$ cat src/rtl/mult_reservation_station.sv
// mult_reservation_station
//   Reservation station in front of the multiplier. It holds up to RSsize
//   dispatched multiply operations in age order, using a collapsing queue
//   where slot 0 is the oldest. Missing source operands are captured from the
//   CDB by ROB tag. Each cycle the oldest entry whose two operands are both
//   ready is presented to the execute stage over a ready/stall handshake.
//
// Ports
//   clk_i, reset_i                    clock, async active-high reset
//   dispatch*_i                       new operation from dispatch/rename
//   full_o, count_o                   occupancy status (registered)
//   cdbValid_i, cdbTag_i, cdbVal_i    common data bus broadcast
//   flush_i                           synchronous clear of all entries
//   readyRS_o, reservationStation*_o  selected entry to the execute stage
//   stallRS_i                         execute stage cannot accept this cycle
module mult_reservation_station #(
  parameter int unsigned ROBsize    = 8,
  parameter int unsigned ROBsizeLog = $clog2(ROBsize + 1),
  parameter int unsigned RSsize     = 4
) (
  input  logic                         clk_i,
  input  logic                         reset_i,
  input  logic                         dispatchValid_i,
  input  logic [9:0]                   dispatchCommands_i,
  input  logic [ROBsizeLog-1:0]        dispatchTag_i,
  input  logic [63:0]                  dispatchVal1_i,
  input  logic [63:0]                  dispatchVal2_i,
  input  logic                         dispatchRdy1_i,
  input  logic                         dispatchRdy2_i,
  input  logic [ROBsizeLog-1:0]        dispatchSrc1_i,
  input  logic [ROBsizeLog-1:0]        dispatchSrc2_i,
  output logic                         full_o,
  output logic [$clog2(RSsize+1)-1:0] count_o,
  input  logic                         cdbValid_i,
  input  logic [ROBsizeLog-1:0]        cdbTag_i,
  input  logic [63:0]                  cdbVal_i,
  input  logic                         flush_i,
  output logic                         readyRS_o,
  output logic [63:0]                  reservationStationVal1_o,
  output logic [63:0]                  reservationStationVal2_o,
  output logic [9:0]                   reservationStationCommands_o,
  output logic [ROBsizeLog-1:0]        reservationStationTag_o,
  input  logic                         stallRS_i
);

  localparam int unsigned CNTW = $clog2(RSsize + 1);
  localparam int unsigned IDXW = (RSsize > 1) ? $clog2(RSsize) : 1;

  typedef struct packed {
    logic                  valid;
    logic [9:0]            cmd;
    logic [ROBsizeLog-1:0] tag;
    logic [63:0]           val1;
    logic                  rdy1;
    logic [ROBsizeLog-1:0] src1;
    logic [63:0]           val2;
    logic                  rdy2;
    logic [ROBsizeLog-1:0] src2;
  } entry_t;

  entry_t            ent_q [RSsize];
  entry_t            cap   [RSsize];
  entry_t            nxt   [RSsize];
  entry_t            disp;
  entry_t            sel_ent;
  logic [CNTW-1:0]   count_q;
  logic [CNTW-1:0]   count_d;
  logic [CNTW-1:0]   wpos;
  logic [IDXW-1:0]   sel_idx;
  logic              sel_found;
  logic              issue;
  logic              disp_acc;

  assign full_o   = (count_q == CNTW'(RSsize));
  assign count_o  = count_q;
  assign issue    = sel_found & ~stallRS_i;
  assign disp_acc = dispatchValid_i & ~full_o & ~flush_i;
  // Slot index of the first free entry once an issue shift has happened.
  assign wpos     = issue ? (count_q - CNTW'(1)) : count_q;

  // Oldest issuable entry: lowest slot with both operands ready.
  always_comb begin
    sel_found = 1'b0;
    sel_idx   = '0;
    for (int unsigned i = 0; i < RSsize; i++) begin
      if (!sel_found && ent_q[i].valid && ent_q[i].rdy1 && ent_q[i].rdy2) begin
        sel_found = 1'b1;
        sel_idx   = IDXW'(i);
      end
    end
  end

  assign sel_ent                      = ent_q[sel_idx];
  assign readyRS_o                    = sel_found;
  assign reservationStationVal1_o     = sel_found ? sel_ent.val1 : '0;
  assign reservationStationVal2_o     = sel_found ? sel_ent.val2 : '0;
  assign reservationStationCommands_o = sel_found ? sel_ent.cmd  : '0;
  assign reservationStationTag_o      = sel_found ? sel_ent.tag  : '0;

  // CDB capture on the current contents, before any shift, so entries that
  // move down this cycle still pick up the broadcast.
  always_comb begin
    for (int unsigned i = 0; i < RSsize; i++) begin
      cap[i] = ent_q[i];
      if (cdbValid_i && ent_q[i].valid && !ent_q[i].rdy1 && ent_q[i].src1 == cdbTag_i) begin
        cap[i].val1 = cdbVal_i;
        cap[i].rdy1 = 1'b1;
      end
      if (cdbValid_i && ent_q[i].valid && !ent_q[i].rdy2 && ent_q[i].src2 == cdbTag_i) begin
        cap[i].val2 = cdbVal_i;
        cap[i].rdy2 = 1'b1;
      end
    end
  end

  // Incoming entry, including the case where its producer is on the CDB now.
  always_comb begin
    disp.valid = 1'b1;
    disp.cmd   = dispatchCommands_i;
    disp.tag   = dispatchTag_i;
    disp.val1  = dispatchVal1_i;
    disp.rdy1  = dispatchRdy1_i;
    disp.src1  = dispatchSrc1_i;
    disp.val2  = dispatchVal2_i;
    disp.rdy2  = dispatchRdy2_i;
    disp.src2  = dispatchSrc2_i;
    if (cdbValid_i && !dispatchRdy1_i && dispatchSrc1_i == cdbTag_i) begin
      disp.val1 = cdbVal_i;
      disp.rdy1 = 1'b1;
    end
    if (cdbValid_i && !dispatchRdy2_i && dispatchSrc2_i == cdbTag_i) begin
      disp.val2 = cdbVal_i;
      disp.rdy2 = 1'b1;
    end
  end

  // Collapse above the issued slot, then append the dispatch at wpos.
  always_comb begin
    for (int unsigned i = 0; i + 1 < RSsize; i++) begin
      if (issue && i >= 32'(sel_idx)) nxt[i] = cap[i + 1];
      else                            nxt[i] = cap[i];
    end
    nxt[RSsize-1] = cap[RSsize-1];
    if (issue) nxt[RSsize-1].valid = 1'b0;
    for (int unsigned i = 0; i < RSsize; i++) begin
      if (disp_acc && CNTW'(i) == wpos) nxt[i] = disp;
      if (flush_i) nxt[i].valid = 1'b0;
    end
  end

  always_comb begin
    if (flush_i) count_d = '0;
    else         count_d = count_q + CNTW'(disp_acc) - CNTW'(issue);
  end

  always_ff @(posedge clk_i or posedge reset_i) begin
    if (reset_i) begin
      count_q <= '0;
      for (int unsigned i = 0; i < RSsize; i++) ent_q[i] <= '0;
    end else begin
      count_q <= count_d;
      for (int unsigned i = 0; i < RSsize; i++) ent_q[i] <= nxt[i];
    end
  end

endmodule

$ cat config.mk
export PLATFORM = sky130hd
export DESIGN_NAME = mult_reservation_station
export DESIGN_NICKNAME = d
export VERILOG_FILES = /design/src/rtl/mult_reservation_station.sv
export SDC_FILE = /design/constraint.sdc
export NUM_CORES = 2
export LEC_CHECK = 0
export BUFFER_PORTS_ARGS = -buffer_cell sky130_fd_sc_hd__clkbuf_2
export CAP_MARGIN = 20
export CORE_AREA = 8 8 308 310
export DETAILED_ROUTE_END_ITERATION = 6
export DIE_AREA = 0 0 316 318
export MAX_ROUTING_LAYER = met4
export RECOVER_POWER = 25
export REMOVE_ABC_BUFFERS = 1
export SLEW_MARGIN = 20
export SYNTH_ARGS = -nofsm -noshare
export SYNTH_HDL_FRONTEND = slang
export SYNTH_SLANG_ARGS = --single-unit
$ cat constraint.sdc
create_clock -name clk_i -period 25.3 [get_ports clk_i]
set_clock_uncertainty 0.15 [all_clocks]
set_input_delay 1.265 -clock clk_i [delete_from_list [all_inputs] [get_ports clk_i]]
set_output_delay 1.265 -clock clk_i [all_outputs]
set_load 0.02 [all_outputs]
==> out/results.ini <==
[floorplan]
start_util_pct=40.84
core_mm2=0.08960
die_area_mm2=0.1005
ios=373
rows=110
fp.dieH_um=318
die_x_um=316

[power]
irDropWorstVdd_uv=89.34
swShare_pct=34.54
power.clock.fraction_pct=26.5
p_seq_share_pct=44.6
p_leak_uw=0.01999
power_uw=3925
power.switching_uw=1356
internal-power_uw=2569
power_frac_comb_pct=28.9
cellPowerDensity_mw_per_mm2=96.06

[detailed_routing]
drt_pass1_iterations=6
vias=34720
wl_per_cell_um=26.52
remaining_drc_errors=0
ant_nets=0
wl_mm=143.8
vias_per_cell=6.403
drt_iter0_drc=3822

[cts]
cts-root-buf=clkbuf_16
clk_latency_ps=630
cts_hold_buffers=0
clk_path_buf_depth=3
ctsResizeCount=0
cts_num_sinks=615
cts_tree=built
clkTransAtPathRegs_ps=50
htreeDepth=3
numCtsBuffers=74
cts_setup_buffers=0

[placed_design]
dp_hpwl_mm=81.27
dp_slack_ps=19670
gp_congestion=0.8458
place.port_buffers=372
dpl-instance-area_mm2=0.03861

[critical_path]
start_kind=input port
cp-endpoint=ent_q[508]$_DFFE_PP0P_
cpMostUsedCell=clkbuf_1
path_depth=7
r2r_setup_slack_ps=14220
startpoint=stallRS_i
worst-path-buf-inv=3
cp-end-kind=register
arrival_ps=11710
path_max_fanout=212
critPathSlowestCell=clkbuf_1
critPathKind=input port to register
cp_top_family=buffers and inverters
cp_cell_sequence=clkbuf_1 > a41oi_1 > o41a_2 > clkbuf_1 > buf_4 > o21ai_0 > o22ai_1
reg2reg_from=ent_q[226]$_DFF_PP0_
reg2regPathDepth=7
required_ps=25680
critPathMaxStageDelay_ps=6860
timing.rr.end=ent_q[508]$_DFFE_PP0P_

[run_status]
violations=max-capacitance violations, max-slew violations
outcome=complete, but fails checks

[global_route]
grt_start_max_net_pins=213
grt_pass1_wl_mm=216.0
grt.total_usage_pct=28.15
antenna_found_initial=12
grt-ovfl-total=0
grt_pass1_vias=34100

[timing]
worst_slack_ps=13980
min_period_ps=11320
rsz0062_at_grt=false
slew_headroom_pct=-564.2
maxSlewViolCount=749
finalHoldViolCount=0
max_freq_ghz=0.08830
setup_viol=0
fin_setup_tns_ps=0
worstMarginPinSlew_ps=9964
post-route-period-util_pct=44.76

[finish]
drive_gt1_share_pct=15.02
num-nets-final=4407
stdcell_area_mm2=0.04086
syn2layout_area_growth_pct=11.67
utilization_pct=45.61
fillers=8830

[synthesis]
synth-seq-area-share_pct=42.06
netlist_area_mm2=0.03659
synth_cells=4131
synthFlopType=dfrtp_1
ys_types=58
async_flop_share_pct=100.0
synth_enable_flop_cells=0
yosysWarnings=0
ys_ff_latch=615
syn_area_per_cell_um2=8.858

[min_path]
min_path_type=register to register

[job]
max_cap_violations=11

## how the worst min path moves through the flow
stage | startpoint | end | slack [ps] | cells past startpoint
finish | cap[151]$_DFFE_PP0P_ | cap[151]$_DFFE_PP0P_ | 350 | 2
global route | cap[151]$_DFFE_PP0P_ | cap[151]$_DFFE_PP0P_ | 380 | 2
CTS | cap[143]$_DFFE_PP0P_ | cap[143]$_DFFE_PP0P_ | 360 | 2
detailed placement | cap[143]$_DFFE_PP0P_ | cap[143]$_DFFE_PP0P_ | 340 | 2
global placement | cap[151]$_DFFE_PP0P_ | cap[151]$_DFFE_PP0P_ | 340 | 2
floorplan | cap[138]$_DFFE_PP0P_ | cap[138]$_DFFE_PP0P_ | 320 | 2
## tightest hold or removal path, stage by stage (launching register included)
cell and delay [ps]:
dfrtp_1 360, nand2_1 60, nand2_1 60
## power groups by stage
stage	sequential, uW	combinational, uW	clock, uW
after floorplan	1670	892	0
after global placement	1750	1080	0
after detailed placement	1750	1110	0
after CTS	1740	1110	1060
after global routing	1800	1270	1090
final	1750	1130	1040
## sequential cells by signal, summed over array words and instances, names as in the netlist
name,flops
cap,92
count_o,3
ent_q,520
## cell families (layout without fill, tap and decap cells)
| kind of cell | count (synthesis) | after routing | share of synthesized area, % |
|---|---|---|---|
| multiplexers | 480 | 480 | 13.39 |
| AND/OR/NAND/NOR | 1048 | 1048 | 12.53 |
| AO/OA/AOI/OAI | 1399 | 1399 | 24.32 |
| XOR/XNOR | 44 | 44 | 1.053 |
| flip-flops | 615 | 615 | 42.06 |
| buffers and inverters | 541 | 643 | 6.490 |
| adder cells (fa/ha/maj) | 4 | 4 | 0.1573 |
| other | 0 | 13 | 0 |
## synth_stat cells, drive strengths merged, types with 17 or more instances
library cell / count / share of area [%]
dfrtp: 615 / 42
o22ai: 526 / 9.0
nand2: 475 / 4.9
mux2i: 416 / 11
nor2: 327 / 3.4
clkbuf: 272 / 2.8
o21ai: 269 / 3.7
a21oi: 261 / 3.6
buf: 198 / 3.0
or3: 134 / 2.3
o221ai: 131 / 3.1
a31oi: 70 / 1.2
inv: 70 / 0.72
and3: 66 / 1.1
mux2: 64 / 2.0
o221a: 64 / 2.0
a211oi: 63 / 1.3
xnor2: 27 / 0.65
xor2: 17 / 0.41
## cell usage in the layout, fill, tap and decap left out, drive strengths merged, types with 19 or more instances in the layout
| cell | instances |
|---|---|
| dfrtp | 615 |
| o22ai | 526 |
| clkbuf | 492 |
| nand2 | 475 |
| mux2i | 416 |
| nor2 | 327 |
| o21ai | 269 |
| a21oi | 261 |
| or3 | 134 |
| o221ai | 131 |
| inv | 72 |
| a31oi | 70 |
| and3 | 66 |
| o221a | 64 |
| mux2 | 64 |
| a211oi | 63 |
| buf | 59 |
| xnor2 | 27 |
| clkinv | 19 |
## final cells by class
type | instances | area [um^2] | area share (%)
Timing Repair Buffer | 440 | 2365 | 5.787
Antenna cell | 13 | 32.53 | 0.07961
Multi-Input combinational cell | 2975 | 19030 | 46.58
Clock inverter | 21 | 153.9 | 0.3766
Tap cell | 1176 | 1471 | 3.601
Inverter | 71 | 272.8 | 0.6675
Clock buffer | 111 | 2145 | 5.248
Sequential cell | 615 | 15390 | 37.66
## per-stage QoR
stage	cells	hold slack (ps)
floorplan	3661	316.9
global placement	5277	338.2
detailed placement	5277	341.1
CTS	5409	356.0
global route	5421	377.1
finish	5422	352.8
## metal layers
layer  track usage (%)  wire length [um]
met1             38.20             62430
met2             42.12             64960
met3             5.008             12130
met4             10.00              4298
met5                 -                 0
Power figures use the tool's default switching activity.
